**config.mk**
```make
export PLATFORM = sky130hd
export DESIGN_NAME = serial_subtractor_flat
export DESIGN_NICKNAME = d
export VERILOG_FILES = /design/src/rtl/serial_subtractor_pkg.sv /design/src/rtl/serial_subtractor_if.sv /design/src/rtl/serial_subtractor_digit.sv /design/src/rtl/serial_subtractor.sv /design/src/flat_wrapper.sv
export SDC_FILE = /design/constraint.sdc
export NUM_CORES = 1
export LEC_CHECK = 0
export ABC_AREA = 1
export CAP_MARGIN = 20
export CORE_MARGIN = 3
export CORE_UTILIZATION = 50
export DETAILED_ROUTE_END_ITERATION = 10
export PLACE_DENSITY = 0.84
export SETUP_SLACK_MARGIN = 0.3
export SLEW_MARGIN = 5
export SYNTH_ARGS = -nofsm -noshare
export SYNTH_HDL_FRONTEND = slang
export SYNTH_SLANG_ARGS = --single-unit
```
**constraint.sdc**
```tcl
create_clock -name clk -period 1.51 [get_ports clk]
set_input_delay 0.2265 -clock clk [delete_from_list [all_inputs] [get_ports clk]]
set_output_delay 0.2265 -clock clk [all_outputs]
set_load 0.1 [all_outputs]
```
**src/rtl/serial_subtractor_pkg.sv**
```systemverilog
// Shared types and elaboration helpers for the serial subtractor slice.
package serial_sub_pkg;

  // Controller states; the encoding is exported through the bus for checkers.
  typedef enum logic [1:0] {
    IDLE = 2'd0,
    RUN  = 2'd1,
    DONE = 2'd2
  } sersub_state_e;

  // True when the digit size evenly divides the operand width.
  function automatic bit digit_ok(input int width, input int digit);
    return (digit > 0) && ((width % digit) == 0);
  endfunction

endpackage

```
**src/rtl/serial_subtractor_if.sv**
```systemverilog
// Request/result bundle for serial_subtractor.
// Optional signed-overflow flag is present only with SERSUB_SIGNED_OVF_EN.
//
// Handshake: the master raises start with a/b/bin valid; the request is taken
// on any rising edge where the slave is IDLE or DONE (start is ignored, not
// queued, while busy). busy is high for the N cycles of computation, then done
// pulses for exactly one cycle with diff/bout(/ovf) valid. Holding start high
// through DONE issues the next request on the same edge done falls.
interface serial_subtractor_if #(
  parameter int WIDTH = 16
);
  import serial_sub_pkg::*;

  logic             start;
  logic [WIDTH-1:0] a;
  logic [WIDTH-1:0] b;
  logic             bin;
  logic             busy;
  logic             done;
  logic [WIDTH-1:0] diff;
  logic             bout;
`ifdef SERSUB_SIGNED_OVF_EN
  logic             ovf;
`endif
  sersub_state_e    state;

`ifdef SERSUB_SIGNED_OVF_EN
  modport master (output start, a, b, bin, input busy, done, diff, bout, ovf, state);
  modport slave  (input start, a, b, bin, output busy, done, diff, bout, ovf, state);
`else
  modport master (output start, a, b, bin, input busy, done, diff, bout, state);
  modport slave  (input start, a, b, bin, output busy, done, diff, bout, state);
`endif

endinterface

```
**src/rtl/serial_subtractor_digit.sv**
```systemverilog
// sub_digit: combinational DIGIT-bit ripple of full-subtractor cells.
module sub_digit #(
  parameter int DIGIT = 1
) (
  input  logic [DIGIT-1:0] a,
  input  logic [DIGIT-1:0] b,
  input  logic             bin,
  output logic [DIGIT-1:0] diff,
  output logic             bout
);

  logic [DIGIT:0] brw;

  assign brw[0] = bin;

  // One full-subtractor cell per bit; borrow ripples from LSB to MSB.
  for (genvar i = 0; i < DIGIT; i++) begin : g_cell
    assign diff[i]    = a[i] ^ b[i] ^ brw[i];
    assign brw[i + 1] = (~a[i] & b[i]) | (~(a[i] ^ b[i]) & brw[i]);
  end

  assign bout = brw[DIGIT];

endmodule

```
**src/rtl/serial_subtractor.sv**
```systemverilog
// serial_subtractor: diff = a - b - bin computed DIGIT bits per clock.
// Define SERSUB_SIGNED_OVF_EN to add the registered signed-overflow flag.
module serial_subtractor
  import serial_sub_pkg::*;
#(
  parameter int WIDTH = 16,
  parameter int DIGIT = 1
) (
  input  logic               clk,
  input  logic               rst_n,
  serial_subtractor_if.slave bus
);

  localparam int N  = WIDTH / DIGIT;
  localparam int CW = (N > 1) ? $clog2(N) : 1;
  localparam logic [CW-1:0] LAST = CW'(N - 1);

  if (WIDTH < 2) begin : g_bad_width
    $error("serial_subtractor: WIDTH must be at least 2");
  end
  if (!digit_ok(WIDTH, DIGIT)) begin : g_bad_digit
    $error("serial_subtractor: WIDTH must be a multiple of DIGIT");
  end

  sersub_state_e    state;
  logic [CW-1:0]    cnt;
  logic [WIDTH-1:0] opa;
  logic [WIDTH-1:0] opb;
  logic             brw;
  logic [WIDTH-1:0] part;
  logic [WIDTH-1:0] diff_q;
  logic             bout_q;
  logic             busy_q;
  logic             done_q;
  logic [DIGIT-1:0] slice_diff;
  logic             slice_bout;
  logic [WIDTH-1:0] part_next;
`ifdef SERSUB_SIGNED_OVF_EN
  logic             sign_a;
  logic             sign_b;
  logic             ovf_q;
`endif

  sub_digit #(.DIGIT(DIGIT)) u_digit (
    .a    (opa[DIGIT-1:0]),
    .b    (opb[DIGIT-1:0]),
    .bin  (brw),
    .diff (slice_diff),
    .bout (slice_bout)
  );

  // New digit enters the partial result from the MSB side; oldest falls toward bit 0.
  assign part_next = WIDTH'({slice_diff, part} >> DIGIT);

  // Controller, datapath shift registers and result registers in one process.
  always_ff @(posedge clk) begin
    if (!rst_n) begin
      state  <= IDLE;
      cnt    <= '0;
      opa    <= '0;
      opb    <= '0;
      brw    <= 1'b0;
      part   <= '0;
      diff_q <= '0;
      bout_q <= 1'b0;
      busy_q <= 1'b0;
      done_q <= 1'b0;
`ifdef SERSUB_SIGNED_OVF_EN
      sign_a <= 1'b0;
      sign_b <= 1'b0;
      ovf_q  <= 1'b0;
`endif
    end else begin
      case (state)
        RUN: begin
          opa  <= opa >> DIGIT;
          opb  <= opb >> DIGIT;
          brw  <= slice_bout;
          part <= part_next;
          cnt  <= cnt + CW'(1);
          if (cnt == LAST) begin
            state  <= DONE;
            busy_q <= 1'b0;
            done_q <= 1'b1;
            diff_q <= part_next;
            bout_q <= slice_bout;
`ifdef SERSUB_SIGNED_OVF_EN
            ovf_q  <= (sign_a != sign_b) && (part_next[WIDTH-1] != sign_a);
`endif
          end
        end
        default: begin
          // IDLE and DONE both accept a request; DONE lasts a single cycle.
          done_q <= 1'b0;
          if (bus.start) begin
            state  <= RUN;
            busy_q <= 1'b1;
            opa    <= bus.a;
            opb    <= bus.b;
            brw    <= bus.bin;
            cnt    <= '0;
            part   <= '0;
`ifdef SERSUB_SIGNED_OVF_EN
            sign_a <= bus.a[WIDTH-1];
            sign_b <= bus.b[WIDTH-1];
`endif
          end else begin
            state  <= IDLE;
            busy_q <= 1'b0;
          end
        end
      endcase
    end
  end

  assign bus.busy  = busy_q;
  assign bus.done  = done_q;
  assign bus.diff  = diff_q;
  assign bus.bout  = bout_q;
  assign bus.state = state;
`ifdef SERSUB_SIGNED_OVF_EN
  assign bus.ovf   = ovf_q;
`endif

endmodule

```
**src/flat_wrapper.sv**
```systemverilog
// flat-port wrapper written by rule: the top's interface ports become plain ports
module serial_subtractor_flat import serial_sub_pkg::*;
#(
  parameter int WIDTH = 16,
  parameter int DIGIT = 1
)
  (clk, rst_n, bus_start, bus_a, bus_b, bus_bin, bus_busy, bus_done, bus_diff, bus_bout, bus_state);
  serial_subtractor_if #(.WIDTH(WIDTH)) bus_i ();
  input  logic clk;
  input  logic rst_n;
  input wire logic [$bits(bus_i.start)-1:0] bus_start;
  input wire logic [$bits(bus_i.a)-1:0] bus_a;
  input wire logic [$bits(bus_i.b)-1:0] bus_b;
  input wire logic [$bits(bus_i.bin)-1:0] bus_bin;
  output wire logic [$bits(bus_i.busy)-1:0] bus_busy;
  output wire logic [$bits(bus_i.done)-1:0] bus_done;
  output wire logic [$bits(bus_i.diff)-1:0] bus_diff;
  output wire logic [$bits(bus_i.bout)-1:0] bus_bout;
  output wire logic [$bits(bus_i.state)-1:0] bus_state;
  assign bus_i.start = bus_start;
  assign bus_i.a = bus_a;
  assign bus_i.b = bus_b;
  assign bus_i.bin = bus_bin;
  assign bus_busy = bus_i.busy;
  assign bus_done = bus_i.done;
  assign bus_diff = bus_i.diff;
  assign bus_bout = bus_i.bout;
  assign bus_state = bus_i.state;
  serial_subtractor #(.WIDTH(WIDTH), .DIGIT(DIGIT)) u_core (.clk(clk), .rst_n(rst_n), .bus(bus_i));
endmodule
```
* Word-level counts from Yosys, hierarchy flattened
Cells that the tools add are included.
Word-level totals: output and inout port bits 21, register bits 74, bits of input ports 36, word-level logic and storage cells 44
Operators by class: multiplexer cells 16, equality and inequality tests 3, reduce and logical (&&, ||, !) cells 4, add/subtract/negate cells 1, bitwise logic cells 8
Operators with widths (count):
- 2-to-1 mux 15 bit | 4
- 2-to-1 mux 16 bit | 2
- 2-to-1 mux 4 bit | 2
- 2-to-1 mux 1 bit | 6
- adder 4 x 1 -> 4 bit, second input constant | 1
- equality test 4 bit, second input constant | 1
- 2-to-1 mux 2 bit | 2
- AND reduction 2 bit | 2
- NOT 1 bit | 3
- AND 1 bit | 2
- equality test 2 x 1 -> 1 bit, second input constant | 1
- inequality test 2 x 1 -> 1 bit, second input constant | 1
- nonzero test 2 bit | 1
- OR reduction 2 bit | 1
- XOR 1 bit | 2
- OR 1 bit | 1

* Longest topological paths before layout
word-level depth 5, gate-level depth with buffers 7, depth with buffers taken out 7

* Hierarchy
Synthesis repeated with hierarchy kept, for this count alone.
Second synthesis, totals: cells, all modules 453, area total of the unflattened synthesis 3188.1 um2
By module, submodules not included:
- serial_subtractor | cells an instance 449, area an instance 3156.8 um2, sequential area each 1441.4 um2, instances 1
- sub_digit | cells an instance 4, area an instance 31.3 um2, sequential area each 0.0 um2, instances 1

* Least setup slack after synthesis
No wires, ideal clock.
path type register to register, from reg u_core.state[0], in the netlist u_core.bus.state[0], to reg u_core.bout_q, in the netlist u_core.bus.bout, arrival 1.826 ns, setup slack -0.434 ns, period minus slack after synthesis 1.944 ns, path buffers 1, cell stages (with the launch flop) 7, library setup time 0.118 ns, data required time 1.392 ns, cells stage by stage dfxtp_1 nand2_2 nor2_1 nor2_4 buf_4 nand2_1 nand2_1
Between the ends: word-level cells in the longest chain between the ends 2
Ends and longest elaborated chain:
- start: declaration | RTL line serial_subtractor.sv:25 | sersub_state_e state;
- start signal: assignment | RTL line serial_subtractor.sv:58 | state <= IDLE;
- start signal: assignment | RTL line serial_subtractor.sv:82 | state <= DONE;
- start signal: assignment | RTL line serial_subtractor.sv:96 | state <= RUN;
- equality test 2 x 1 -> 1 bit | RTL line serial_subtractor.sv:74 | case (state)
- AND reduction 2 bit (no line)
- end signal: assignment | RTL line serial_subtractor.sv:86 | bout_q <= slice_bout;
- end: declaration | RTL line serial_subtractor.sv:32 | logic bout_q;
No other way between the ends. A chain may end at the register's enable or synchronous reset.

* Final worst setup path
from reg u_core.cnt[0], to reg u_core.diff_q[3], in the netlist u_core.bus.diff[3]
Between the ends: word-level cells in the longest chain between the ends 2
Ends and longest elaborated chain:
- start: declaration | RTL line serial_subtractor.sv:26 | logic [CW-1:0] cnt;
- start signal: assignment | RTL line serial_subtractor.sv:80 | cnt <= cnt + CW'(1);
- equality test 4 bit | RTL line serial_subtractor.sv:81 | if (cnt == LAST) begin
- AND reduction 2 bit (no line)
- end signal: assignment | RTL line serial_subtractor.sv:85 | diff_q <= part_next;
- end: declaration | RTL line serial_subtractor.sv:31 | logic [WIDTH-1:0] diff_q;
No other way between the ends.

==> results.toml <==
[run_status]
run_status = "complete, no violations"

[grt]
gr-total-overflow = 0
antenna_found_initial = 0
globalRouteTotalUtil = 0.200
grt_pass1_vias = 2629
grt_pass1_wl_mm = 11.5
grt_start_max_net_pins = 37

[worst_setup_path]
rr_startpoint = "u_core.cnt[0]"
start_kind = "flop"
critPathArrivalTime_ns = 1.45
critPathRequiredTime_ns = 1.75
crit_path_start = "u_core.cnt[0]"
cp_slowest_cell = "dfxtp_4"
path_max_fanout = 17
rrSetupSlack_ns = 0.29
path_cells = "ha_4 > nand3_4 > nor2_4 > nor2_4 > buf_12 > nand2_1 > nand2_1"
cp-end-kind = "flop"
worst_path_largest_cell_delay_ns = 0.38
rr_endpoint = "u_core.bus.diff[3]"
r2r_cells = 7
critical_path_class = "reg -> reg"

[floorplan]
core-area_mm2 = 0.00568
die_height_um = 83.7
die_area_mm2 = 0.00700
row_count = 27
initial_core_util = 0.532
die-width_um = 83.7
ios = 57

[timing]
fmax_mhz = 821
min_period_over_period = 0.806
rsz0062_at_grt = "yes"
setup-violations-final = 0
maxSlewViolCount = 0
fin_skew_ns = 0.00499
finalSetupTns_ns = 0
max_slew_margin = 0.804
finalHoldViolations = 0
worst_pin_slew_ns = 0.292
fin_crit_ns = 1.22

[final_layout]
num-fill-cells = 389
diodes = 0
synthToLayoutAreaGrowth_pct = 40.6
nets = 532
drive_above_1_share = 0.158

[power_and_ir_drop]
power.density_mw_per_mm2 = 960
vdd_ir_drop_max_mv = 0.626
p_total_uw = 4070
p_leak_uw = 0.00207

[clock_network]
clock_path_buffers = 2
htree_levels = 3
clk_pin_slew_ns = 0.08
hold_buffers = 0
clock-sinks = 72
cts-root-buf = "clkbuf_8"
numCtsBuffers = 9
insertion_delay_ns = 0.34
cts_tree = "built"

[worst_hold_path]
hold_depth = 2
worst_hold_path.endpoint = "u_core.bus.diff[0]"
worstHoldStart = "u_core.part[1]"
hp-class = "reg -> reg"

[synthesis]
synth-edff-count = 0
yosysSeqAreaShare = 0.478
synth_nets = 467
async_flop_share = 0
syn-cell-area_mm2 = 0.00302
synthCells = 429
synth-seq-cells = 72
synthMostInstantiatedCell = "nand2_1"
ys_dominant_reg_cell = "dfxtp_1"
synth.avg_cell_area_um2 = 7.03
ys_warn_count = 0
synth.top_cell.area_share = 0.478
synth_top_area_cell = "dfxtp_1"
yosys-top-cells-count = "nand2_1, nand3_1, dfxtp_1"
post_synth_num_cell_types = 20
netlist_top_cells_area = "dfxtp_1, nand2_1, nand3_1"

[detailed_routing]
ant_nets = 0
via_count = 2902
drc = 0
drt-pass1-iter-count = 4
wl_per_cell_um = 12.1
avgViaCountPerCell = 5.08
drt_iter0_drc = 140
finalWirelength_mm = 6.94

[flow_run]
max-cap-violations = 0

[placed_design]
port_buffers = 56
hpwl_mm = 4.49
place_congestion = 0.785
layout by cell type, fill, tap and decap left out, drive strengths merged:
cell and count:
a211oi 2, a21oi 3, buf 44, bufinv 1, clkbuf 10, clkdlybuf4s50 35
clkinv 3, clkinvlp 1, dfxtp 72, fa 1, ha 1, inv 40
nand2 185, nand3 91, nor2 7, nor3 1, o21ai 2
cell type report:
type | count | area (um2) | share of cell area
clock buffer | 10 | 149 | 0.0351
clock inverter | 6 | 65.1 | 0.0153
inverter | 39 | 149 | 0.0351
multi-input combinational | 293 | 1330 | 0.314
sequential | 72 | 1460 | 0.344
tap | 72 | 90.1 | 0.0212
timing repair buffer | 79 | 997 | 0.235
worst max-delay path, delay by kind of cell (launching register included):
kind / cells / cell delay [ns]
adders and majority gates: 1 / 0.15
buffers and inverters: 1 / 0.15
DFF: 1 / 0.38
and+or+nand+nor: 5 / 0.44
repair_timing:
item | CTS | global route
setup buffers | 2 | 6
resized for setup | 7 | 5
setup endpoints to repair | 22 | 41
pin swaps | 1 | 2
registers in the layout, indices dropped and copies added (netlist names):
name	flops
u_core.bus.diff	16
u_core.opa	16
u_core.opb	16
u_core.part	15
u_core.cnt	4
u_core.bus.state	2
u_core.brw	1
u_core.bus.bout	1
u_core.bus.done	1
metal layers:
layer | vias to the layer above | global-route usage | share of wire
li1 | 1468 | - | -
met1 | 1330 | 0.230 | 0.42
met2 | 92 | 0.335 | 0.51
met3 | 12 | 0.0740 | 0.059
met4 | 0 | 0.0804 | 0.015
met5 | - | 0 | 0
how the worst max path moves through the flow:
stage,endpoint,slack (ns)
floorplan,u_core.bus.diff[1],0.18
global placement,u_core.opb[9],-0.02
detailed placement,u_core.part[14],-0.06
CTS,u_core.bus.diff[1],0.30
global route,u_core.bus.diff[4],0.21
finish,u_core.bus.diff[3],0.29
kinds of logic after synthesis:
group / Yosys count / synth area share
AND/OR/NAND/NOR: 284 / 0.406
adder cells (fa/ha/maj): 2 / 0.0108
AO/OA/AOI/OAI: 7 / 0.0133
buffers and inverters: 64 / 0.0925
flip-flops: 72 / 0.478
metrics by stage:
stage	setup slack (ns)	util	instance area (um2)	std cells	hold slack (ns)
2_1_floorplan	0.183	-	3050	429	0.375
3_3_place_gp	-0.0194	0.689	3910	547	0.436
3_5_place_dp	-0.0576	0.689	3910	547	0.444
4_1_cts	0.303	0.737	4180	565	0.447
5_1_grt	0.209	0.747	4240	571	0.474
6_report	0.292	0.747	4240	571	0.456
power by group:
group / switching, uW / internal [uW] / total (uW)
Combinational: 258 / 231 / 489
Clock: 723 / 865 / 1590
Sequential: 39.5 / 1960 / 1990
Total: 1020 / 3050 / 4070
Note: power is estimated with default switching activity, not from simulation.
